$ cat src/rtl/mbox_req_arb_if.sv
// Request/grant bundle between the MBOX requesters and mbox_req_arb.
// master drives requests and completions; slave is the arbiter.
interface mbox_req_arb_if;
    logic       ebReq;
    logic       chReq;
    logic       swReq;
    logic       mbDone;
    logic       swDone;
    logic       errClr;
    logic       ebGnt;
    logic       chGnt;
    logic       swGnt;
    logic       mbStart;
    logic [1:0] mbSel;
    logic       busy;
    logic       nxmErr;

    modport master (
        output ebReq, chReq, swReq, mbDone, swDone, errClr,
        input  ebGnt, chGnt, swGnt, mbStart, mbSel, busy, nxmErr
    );

    modport slave (
        input  ebReq, chReq, swReq, mbDone, swDone, errClr,
        output ebGnt, chGnt, swGnt, mbStart, mbSel, busy, nxmErr
    );
endinterface

$ cat src/rtl/mbox_req_arb.sv
// MBOX port arbiter: fixed priority SW > CH > EB, one cycle per grant, timeout abort.
// Optional EBOX anti-starvation override when MBOX_ARB_FAIR_EN is defined.
module mbox_req_arb #(
    parameter int unsigned TIMEOUT_CYC = 255,
    parameter int unsigned STARVE_MAX  = 4
) (
    input  logic           mboxClk,
    input  logic           mboxRstN,
    mbox_req_arb_if.slave  bus
);
    typedef enum logic [1:0] {
        S_IDLE,
        S_BUSY,
        S_SWEEP
    } state_t;

    localparam logic [9:0] TMO_LIM = 10'(TIMEOUT_CYC);

    if (TIMEOUT_CYC < 2 || TIMEOUT_CYC > 1023 || STARVE_MAX < 1 || STARVE_MAX > 15) begin : g_param_chk
        $error("mbox_req_arb: TIMEOUT_CYC or STARVE_MAX out of range");
    end

    state_t     r_state;
    logic [9:0] r_tmo;
    logic       r_ebGnt;
    logic       r_chGnt;
    logic       r_swGnt;
    logic       r_mbStart;
    logic [1:0] r_mbSel;
    logic       r_busy;
    logic       r_nxmErr;

    logic [9:0] w_tmoNext;
    logic       w_tmoAbort;
    logic       w_ebForce;
    logic       w_pickSw;
    logic       w_pickCh;
    logic       w_pickEb;

`ifdef MBOX_ARB_FAIR_EN
    localparam logic [3:0] STARVE_LIM = 4'(STARVE_MAX);
    logic [3:0] r_starve;

    assign w_ebForce = bus.ebReq && (r_starve >= STARVE_LIM);

    // Counts CH/SW wins that bypassed a pending EBOX request; saturates at 15.
    always_ff @(posedge mboxClk or negedge mboxRstN) begin
        if (!mboxRstN) begin
            r_starve <= '0;
        end else if (r_state == S_IDLE) begin
            if (w_pickEb) begin
                r_starve <= '0;
            end else if ((w_pickCh || w_pickSw) && bus.ebReq && (r_starve != '1)) begin
                r_starve <= r_starve + 4'd1;
            end
        end
    end
`else
    assign w_ebForce = 1'b0;
`endif

    always_comb begin
        w_pickSw   = 1'b0;
        w_pickCh   = 1'b0;
        w_pickEb   = 1'b0;
        w_tmoNext  = (r_tmo == '1) ? r_tmo : r_tmo + 10'd1;
        w_tmoAbort = (r_state == S_BUSY) && !bus.mbDone && (w_tmoNext >= TMO_LIM);
        if (w_ebForce) begin
            w_pickEb = 1'b1;
        end else if (bus.swReq) begin
            w_pickSw = 1'b1;
        end else if (bus.chReq) begin
            w_pickCh = 1'b1;
        end else begin
            w_pickEb = bus.ebReq;
        end
    end

    always_ff @(posedge mboxClk or negedge mboxRstN) begin
        if (!mboxRstN) begin
            r_state   <= S_IDLE;
            r_tmo     <= '0;
            r_ebGnt   <= 1'b0;
            r_chGnt   <= 1'b0;
            r_swGnt   <= 1'b0;
            r_mbStart <= 1'b0;
            r_mbSel   <= 2'd0;
            r_busy    <= 1'b0;
            r_nxmErr  <= 1'b0;
        end else begin
            r_mbStart <= 1'b0;
            // Timeout set takes precedence over a simultaneous clear.
            r_nxmErr  <= w_tmoAbort || (r_nxmErr && !bus.errClr);
            case (r_state)
                S_IDLE: begin
                    r_tmo <= '0;
                    if (w_pickSw) begin
                        r_state <= S_SWEEP;
                        r_swGnt <= 1'b1;
                        r_mbSel <= 2'd3;
                        r_busy  <= 1'b1;
                    end else if (w_pickCh || w_pickEb) begin
                        r_state   <= S_BUSY;
                        r_chGnt   <= w_pickCh;
                        r_ebGnt   <= w_pickEb;
                        r_mbSel   <= w_pickCh ? 2'd2 : 2'd1;
                        r_busy    <= 1'b1;
                        r_mbStart <= 1'b1;
                    end
                end
                S_BUSY: begin
                    if (bus.mbDone || w_tmoAbort) begin
                        r_state <= S_IDLE;
                        r_ebGnt <= 1'b0;
                        r_chGnt <= 1'b0;
                        r_mbSel <= 2'd0;
                        r_busy  <= 1'b0;
                    end else begin
                        r_tmo <= w_tmoNext;
                    end
                end
                S_SWEEP: begin
                    if (bus.swDone) begin
                        r_state <= S_IDLE;
                        r_swGnt <= 1'b0;
                        r_mbSel <= 2'd0;
                        r_busy  <= 1'b0;
                    end
                end
                default: begin
                    r_state <= S_IDLE;
                    r_ebGnt <= 1'b0;
                    r_chGnt <= 1'b0;
                    r_swGnt <= 1'b0;
                    r_mbSel <= 2'd0;
                    r_busy  <= 1'b0;
                end
            endcase
        end
    end

    assign bus.ebGnt   = r_ebGnt;
    assign bus.chGnt   = r_chGnt;
    assign bus.swGnt   = r_swGnt;
    assign bus.mbStart = r_mbStart;
    assign bus.mbSel   = r_mbSel;
    assign bus.busy    = r_busy;
    assign bus.nxmErr  = r_nxmErr;
endmodule

$ cat src/flat_wrapper.sv
// flat-port wrapper written by rule: the top's interface ports become plain ports
module mbox_req_arb_flat 
#(
    parameter int unsigned TIMEOUT_CYC = 255,
    parameter int unsigned STARVE_MAX  = 4
)
  (mboxClk, mboxRstN, bus_ebReq, bus_chReq, bus_swReq, bus_mbDone, bus_swDone, bus_errClr, bus_ebGnt, bus_chGnt, bus_swGnt, bus_mbStart, bus_mbSel, bus_busy, bus_nxmErr);
  mbox_req_arb_if bus_i ();
  input  logic mboxClk;
  input  logic mboxRstN;
  input wire logic [$bits(bus_i.ebReq)-1:0] bus_ebReq;
  input wire logic [$bits(bus_i.chReq)-1:0] bus_chReq;
  input wire logic [$bits(bus_i.swReq)-1:0] bus_swReq;
  input wire logic [$bits(bus_i.mbDone)-1:0] bus_mbDone;
  input wire logic [$bits(bus_i.swDone)-1:0] bus_swDone;
  input wire logic [$bits(bus_i.errClr)-1:0] bus_errClr;
  output wire logic [$bits(bus_i.ebGnt)-1:0] bus_ebGnt;
  output wire logic [$bits(bus_i.chGnt)-1:0] bus_chGnt;
  output wire logic [$bits(bus_i.swGnt)-1:0] bus_swGnt;
  output wire logic [$bits(bus_i.mbStart)-1:0] bus_mbStart;
  output wire logic [$bits(bus_i.mbSel)-1:0] bus_mbSel;
  output wire logic [$bits(bus_i.busy)-1:0] bus_busy;
  output wire logic [$bits(bus_i.nxmErr)-1:0] bus_nxmErr;
  assign bus_i.ebReq = bus_ebReq;
  assign bus_i.chReq = bus_chReq;
  assign bus_i.swReq = bus_swReq;
  assign bus_i.mbDone = bus_mbDone;
  assign bus_i.swDone = bus_swDone;
  assign bus_i.errClr = bus_errClr;
  assign bus_ebGnt = bus_i.ebGnt;
  assign bus_chGnt = bus_i.chGnt;
  assign bus_swGnt = bus_i.swGnt;
  assign bus_mbStart = bus_i.mbStart;
  assign bus_mbSel = bus_i.mbSel;
  assign bus_busy = bus_i.busy;
  assign bus_nxmErr = bus_i.nxmErr;
  mbox_req_arb #(.TIMEOUT_CYC(TIMEOUT_CYC), .STARVE_MAX(STARVE_MAX)) u_core (.mboxClk(mboxClk), .mboxRstN(mboxRstN), .bus(bus_i));
endmodule
$ cat config.mk
export PLATFORM = sky130hd
export DESIGN_NAME = mbox_req_arb_flat
export DESIGN_NICKNAME = d
export VERILOG_FILES = /design/src/rtl/mbox_req_arb_if.sv /design/src/rtl/mbox_req_arb.sv /design/src/flat_wrapper.sv
export SDC_FILE = /design/constraint.sdc
export NUM_CORES = 1
export LEC_CHECK = 0
export BUFFER_PORTS_ARGS = -buffer_cell sky130_fd_sc_hd__buf_2
export CORE_UTILIZATION = 50
export CTS_CLUSTER_DIAMETER = 200
export CTS_CLUSTER_SIZE = 28
export DETAILED_ROUTE_END_ITERATION = 10
export GPL_TIMING_DRIVEN = 0
export PLACE_DENSITY = 0.79
export SETUP_SLACK_MARGIN = 0.4
export SLEW_MARGIN = 20
export SYNTH_ARGS = -nofsm -noshare
export SYNTH_HDL_FRONTEND = slang
export SYNTH_SLANG_ARGS = --single-unit
$ cat constraint.sdc
create_clock -name mboxClk -period 1.95 [get_ports mboxClk]
set_clock_uncertainty 0.15 [all_clocks]
set_input_delay 0.39 -clock mboxClk [delete_from_list [all_inputs] [get_ports mboxClk]]
set_output_delay 0.39 -clock mboxClk [all_outputs]
set_load 0.01 [all_outputs]
==> insert_results.sql <==
INSERT INTO impl_metrics (metric_group, metric, value, unit) VALUES
('worst_setup_path', 'timing.critical_path.required', '2.01', 'ns'),
('hold_path', 'worst_hold_path_type', 'primary input to flop', ''),
('place', 'placed_instance_count', '169', ''),
('clock_network', 'insertion_delay', '0.31', 'ns'),
('global_routing', 'initial_antenna_violation_count', '0', ''),
('timing', 'setup_ws', '-0.0258', 'ns'),
('worst_setup_path', 'rr_startpoint', 'u_core.r_tmo[0]', ''),
('global_routing', 'vias_in_the_first_global_route', '1052', ''),
('drt', 'drt_first_pass_iters', '8', ''),
('worst_setup_path', 'criticalPathCategory', 'flop to flop', ''),
('floorplan', 'floorplan.initialDensity', '53.4', '%'),
('drt', 'detail-route-antenna-nets', '0', ''),
('logic_synthesis', 'synth_top_family_by_area', 'simple AND/OR/NAND/NOR gates', ''),
('run_status', 'violations', 'setup timing', ''),
('global_routing', 'grt_util_all_layers', '26.5', '%'),
('power_and_ir_drop', 'p_total', '1.43', 'mW'),
('drt', 'wl', '3.12', 'mm'),
('timing', 'final-setup-viol-count', '7', ''),
('logic_synthesis', 'yosysWarnings', '0', ''),
('place', 'place_hpwl', '1.92', 'mm'),
('clock_network', 'clkTransAtPathRegs', '0.12', 'ns'),
('worst_setup_path', 'rr_worst_depth', '7', ''),
('drt', 'vias', '1182', ''),
('global_routing', 'globalRoute.totalOverflow', '0', ''),
('global_routing', 'use_met3', '4.24', '%'),
('logic_synthesis', 'synth_cells', '126', ''),
('worst_setup_path', 'startpoint_type_of_the_worst_setup_path', 'flop', ''),
('worst_setup_path', 'critical_path.max_fanout', '5', ''),
('floorplan', 'design.die.area', '0.00256', 'sq mm'),
('clock_network', 'cts.root.buffer_cell', 'clkbuf_4', ''),
('logic_synthesis', 'synth.cell_area', '0.00118', 'sq mm'),
('logic_synthesis', 'post_synth.cell_area_avg', '9.37', 'sq um'),
('logic_synthesis', 'muxShareOfSynthArea', '2.54', '%'),
('hold_path', 'hold_path_depth', '2', ''),
('place', 'finalWeightedCongestion', '0.913', ''),
('floorplan', 'placeableCoreArea', '0.00221', 'sq mm'),
('drt', 'wire_per_inst', '16.6', 'um'),
('worst_setup_path', 'ff2ff_setup_slack', '-0.03', 'ns'),
('logic_synthesis', 'yosys-top-cells-area', 'dfrtp_1 (42%), nand4_1 (4.2%), nand2_1 (3.8%)', ''),
('clock_network', 'cts.htree.levels', '1', ''),
('timing', 'timing.final.hold_violations', '0', ''),
('timing', 'max_freq', '506', 'MHz'),
('logic_synthesis', 'synth_top_cells_by_count', 'dfrtp_1 (20), nand2_1 (12), nand4_1 (8)', ''),
('power_and_ir_drop', 'power.density', '936', 'mW/mm^2'),
('timing', 'final_slew_violations', '0', ''),
('logic_synthesis', 'seq_area_frac_synth', '42.4', '%'),
('power_and_ir_drop', 'p_leak', '0.674', 'nW'),
('logic_synthesis', 'fraction_of_the_mapped_netlist_area_in_simple_logic_gates', '29.3', '%'),
('run_status', 'run_status', 'finished, violations left', ''),
('timing', 'worst_hold_slack', '0.120', 'ns'),
('clock_network', 'numClockSinks', '20', ''),
('clock_network', 'tritoncts', 'done', ''),
('final_layout', 'layoutNonFillerInstCount', '188', ''),
('worst_setup_path', 'crit_arrival', '2.03', 'ns'),
('floorplan', 'die_w', '50.6', 'um'),
('final_layout', 'area_delta_synth_final', '29.7', '%'),
('final_layout', 'layout-drive-gt1-share', '35.0', '%'),
('logic_synthesis', 'synthArstFlopShare', '100', '%'),
('logic_synthesis', 'yosys.area_share.adder', '1.06', '%'),
('timing', 'fin_crit_sh', '101', '%'),
('final_layout', 'nets', '170', ''),
('worst_setup_path', 'endpoint_kind', 'flop', ''),
('global_routing', 'grt_max_degree', '21', ''),
('global_routing', 'peak_usage_layer_in_the_global_routing_report', 'met2', ''),
('hold_path', 'hold_end', 'u_core.r_state[1]', ''),
('logic_synthesis', 'synth_top_area_cell', 'dfrtp_1', ''),
('logic_synthesis', 'synth.lib_cells_used.distinct', '44', ''),
('power_and_ir_drop', 'vdd_drop_max', '0.778', 'mV'),
('clock_network', 'cts-buffers-inserted', '3', ''),
('logic_synthesis', 'synth-edff-count', '0', ''),
('floorplan', 'floorplan.rows', '17', '');
sequential cells by signal (all words and copies together) (netlist names):
signal              cells
u_core.r_state          2
u_core.bus.nxmErr       1
u_core.bus.ebGnt        1
u_core.bus.chGnt        1
u_core.bus.swGnt        1
u_core.r_tmo           10
u_core.bus.busy         1
u_core.bus.mbSel        2
u_core.bus.mbStart      1
per-layer routing:
layer | part of all wire [%] | wire length (um)
met1 | 42 | 1320
met2 | 51 | 1590
met3 | 4.7 | 145
met4 | 1.9 | 59
met5 | 0 | 0
worst max-delay path, stage by stage, from the launching register on:
cell,delay [ns]
dfrtp_2,0.42
ha_4,0.18
and3_1,0.18
a21oi_1,0.08
a2111o_1,0.49
buf_4,0.19
nand3_4,0.10
o22ai_1,0.08
cells by family after synthesis:
group / count (synthesis)
AND/OR/NAND/NOR: 58
XOR/XNOR: 1
buffers and inverters: 11
multiplexers: 3
AO/OA/AOI/OAI: 32
flip-flops: 20
adder cells (fa/ha/maj): 1
how the worst max path moves through the flow:
stage / from / to / slack, ns / cells past startpoint
2_1_floorplan: u_core.r_tmo[1] / u_core.r_tmo[0] / 0.06 / 6
3_3_place_gp: u_core.r_tmo[1] / u_core.r_tmo[0] / -0.15 / 6
3_5_place_dp: u_core.r_tmo[1] / u_core.r_tmo[1] / -0.18 / 6
4_1_cts: u_core.r_tmo[0] / u_core.bus.mbSel[0] / -0.01 / 7
5_1_grt: u_core.r_tmo[0] / u_core.bus.ebGnt / -0.08 / 7
6_report: u_core.r_tmo[0] / u_core.bus.ebGnt / -0.03 / 7
layout make-up:
type	count	area [sq um]
Tap cell	28	35.0
Multi-Input combinational cell	96	711
Timing Repair Buffer	29	195
Buffer	6	41.3
Fill cell	179	681
Inverter	5	18.8
Sequential cell	20	504
Clock buffer	4	26.3
per-stage QoR:
| stage | util [%] | TNS (ns) | setup WS, ns | area, sq um |
|---|---|---|---|---|
| global route | 69.2 | -0.608 | -0.0790 | 1530 |
| global placement | 59.6 | -1.21 | -0.151 | 1320 |
| CTS | 66.0 | -0.0298 | -0.0135 | 1460 |
| detailed placement | 59.6 | -1.21 | -0.176 | 1320 |
| finish | 69.2 | -0.0824 | -0.0258 | 1530 |
| floorplan | - | 0 | 0.0586 | 1210 |
cell usage in the layout, fill, tap and decap left out, drive strengths merged, types with 4 or more instances in the layout:
cell,count
nand3,8
and3,4
o21ai,6
nand3b,6
nor2,6
buf,32
nand4,8
inv,5
dfrtp,20
a21oi,5
nand2,12
clkbuf,6
what timing repair did:
item	in CTS	in global routing
hold endpoints to repair	20	0
pin swaps	11	10
setup buffers	8	4
resized for setup	11	12
hold buffers	1	0
endpoints found under the setup margin	18	18
cloned	1	1
report_power, final:
group / total (mW) / leakage, nW / switching, mW / internal (mW)
Clock: 0.214 / 0.0150 / 0.134 / 0.0800
Combinational: 0.632 / 0.400 / 0.362 / 0.271
Sequential: 0.586 / 0.260 / 0.0724 / 0.514
Total: 1.43 / 0.674 / 0.568 / 0.865
Note: power is estimated with default switching activity, not from simulation.
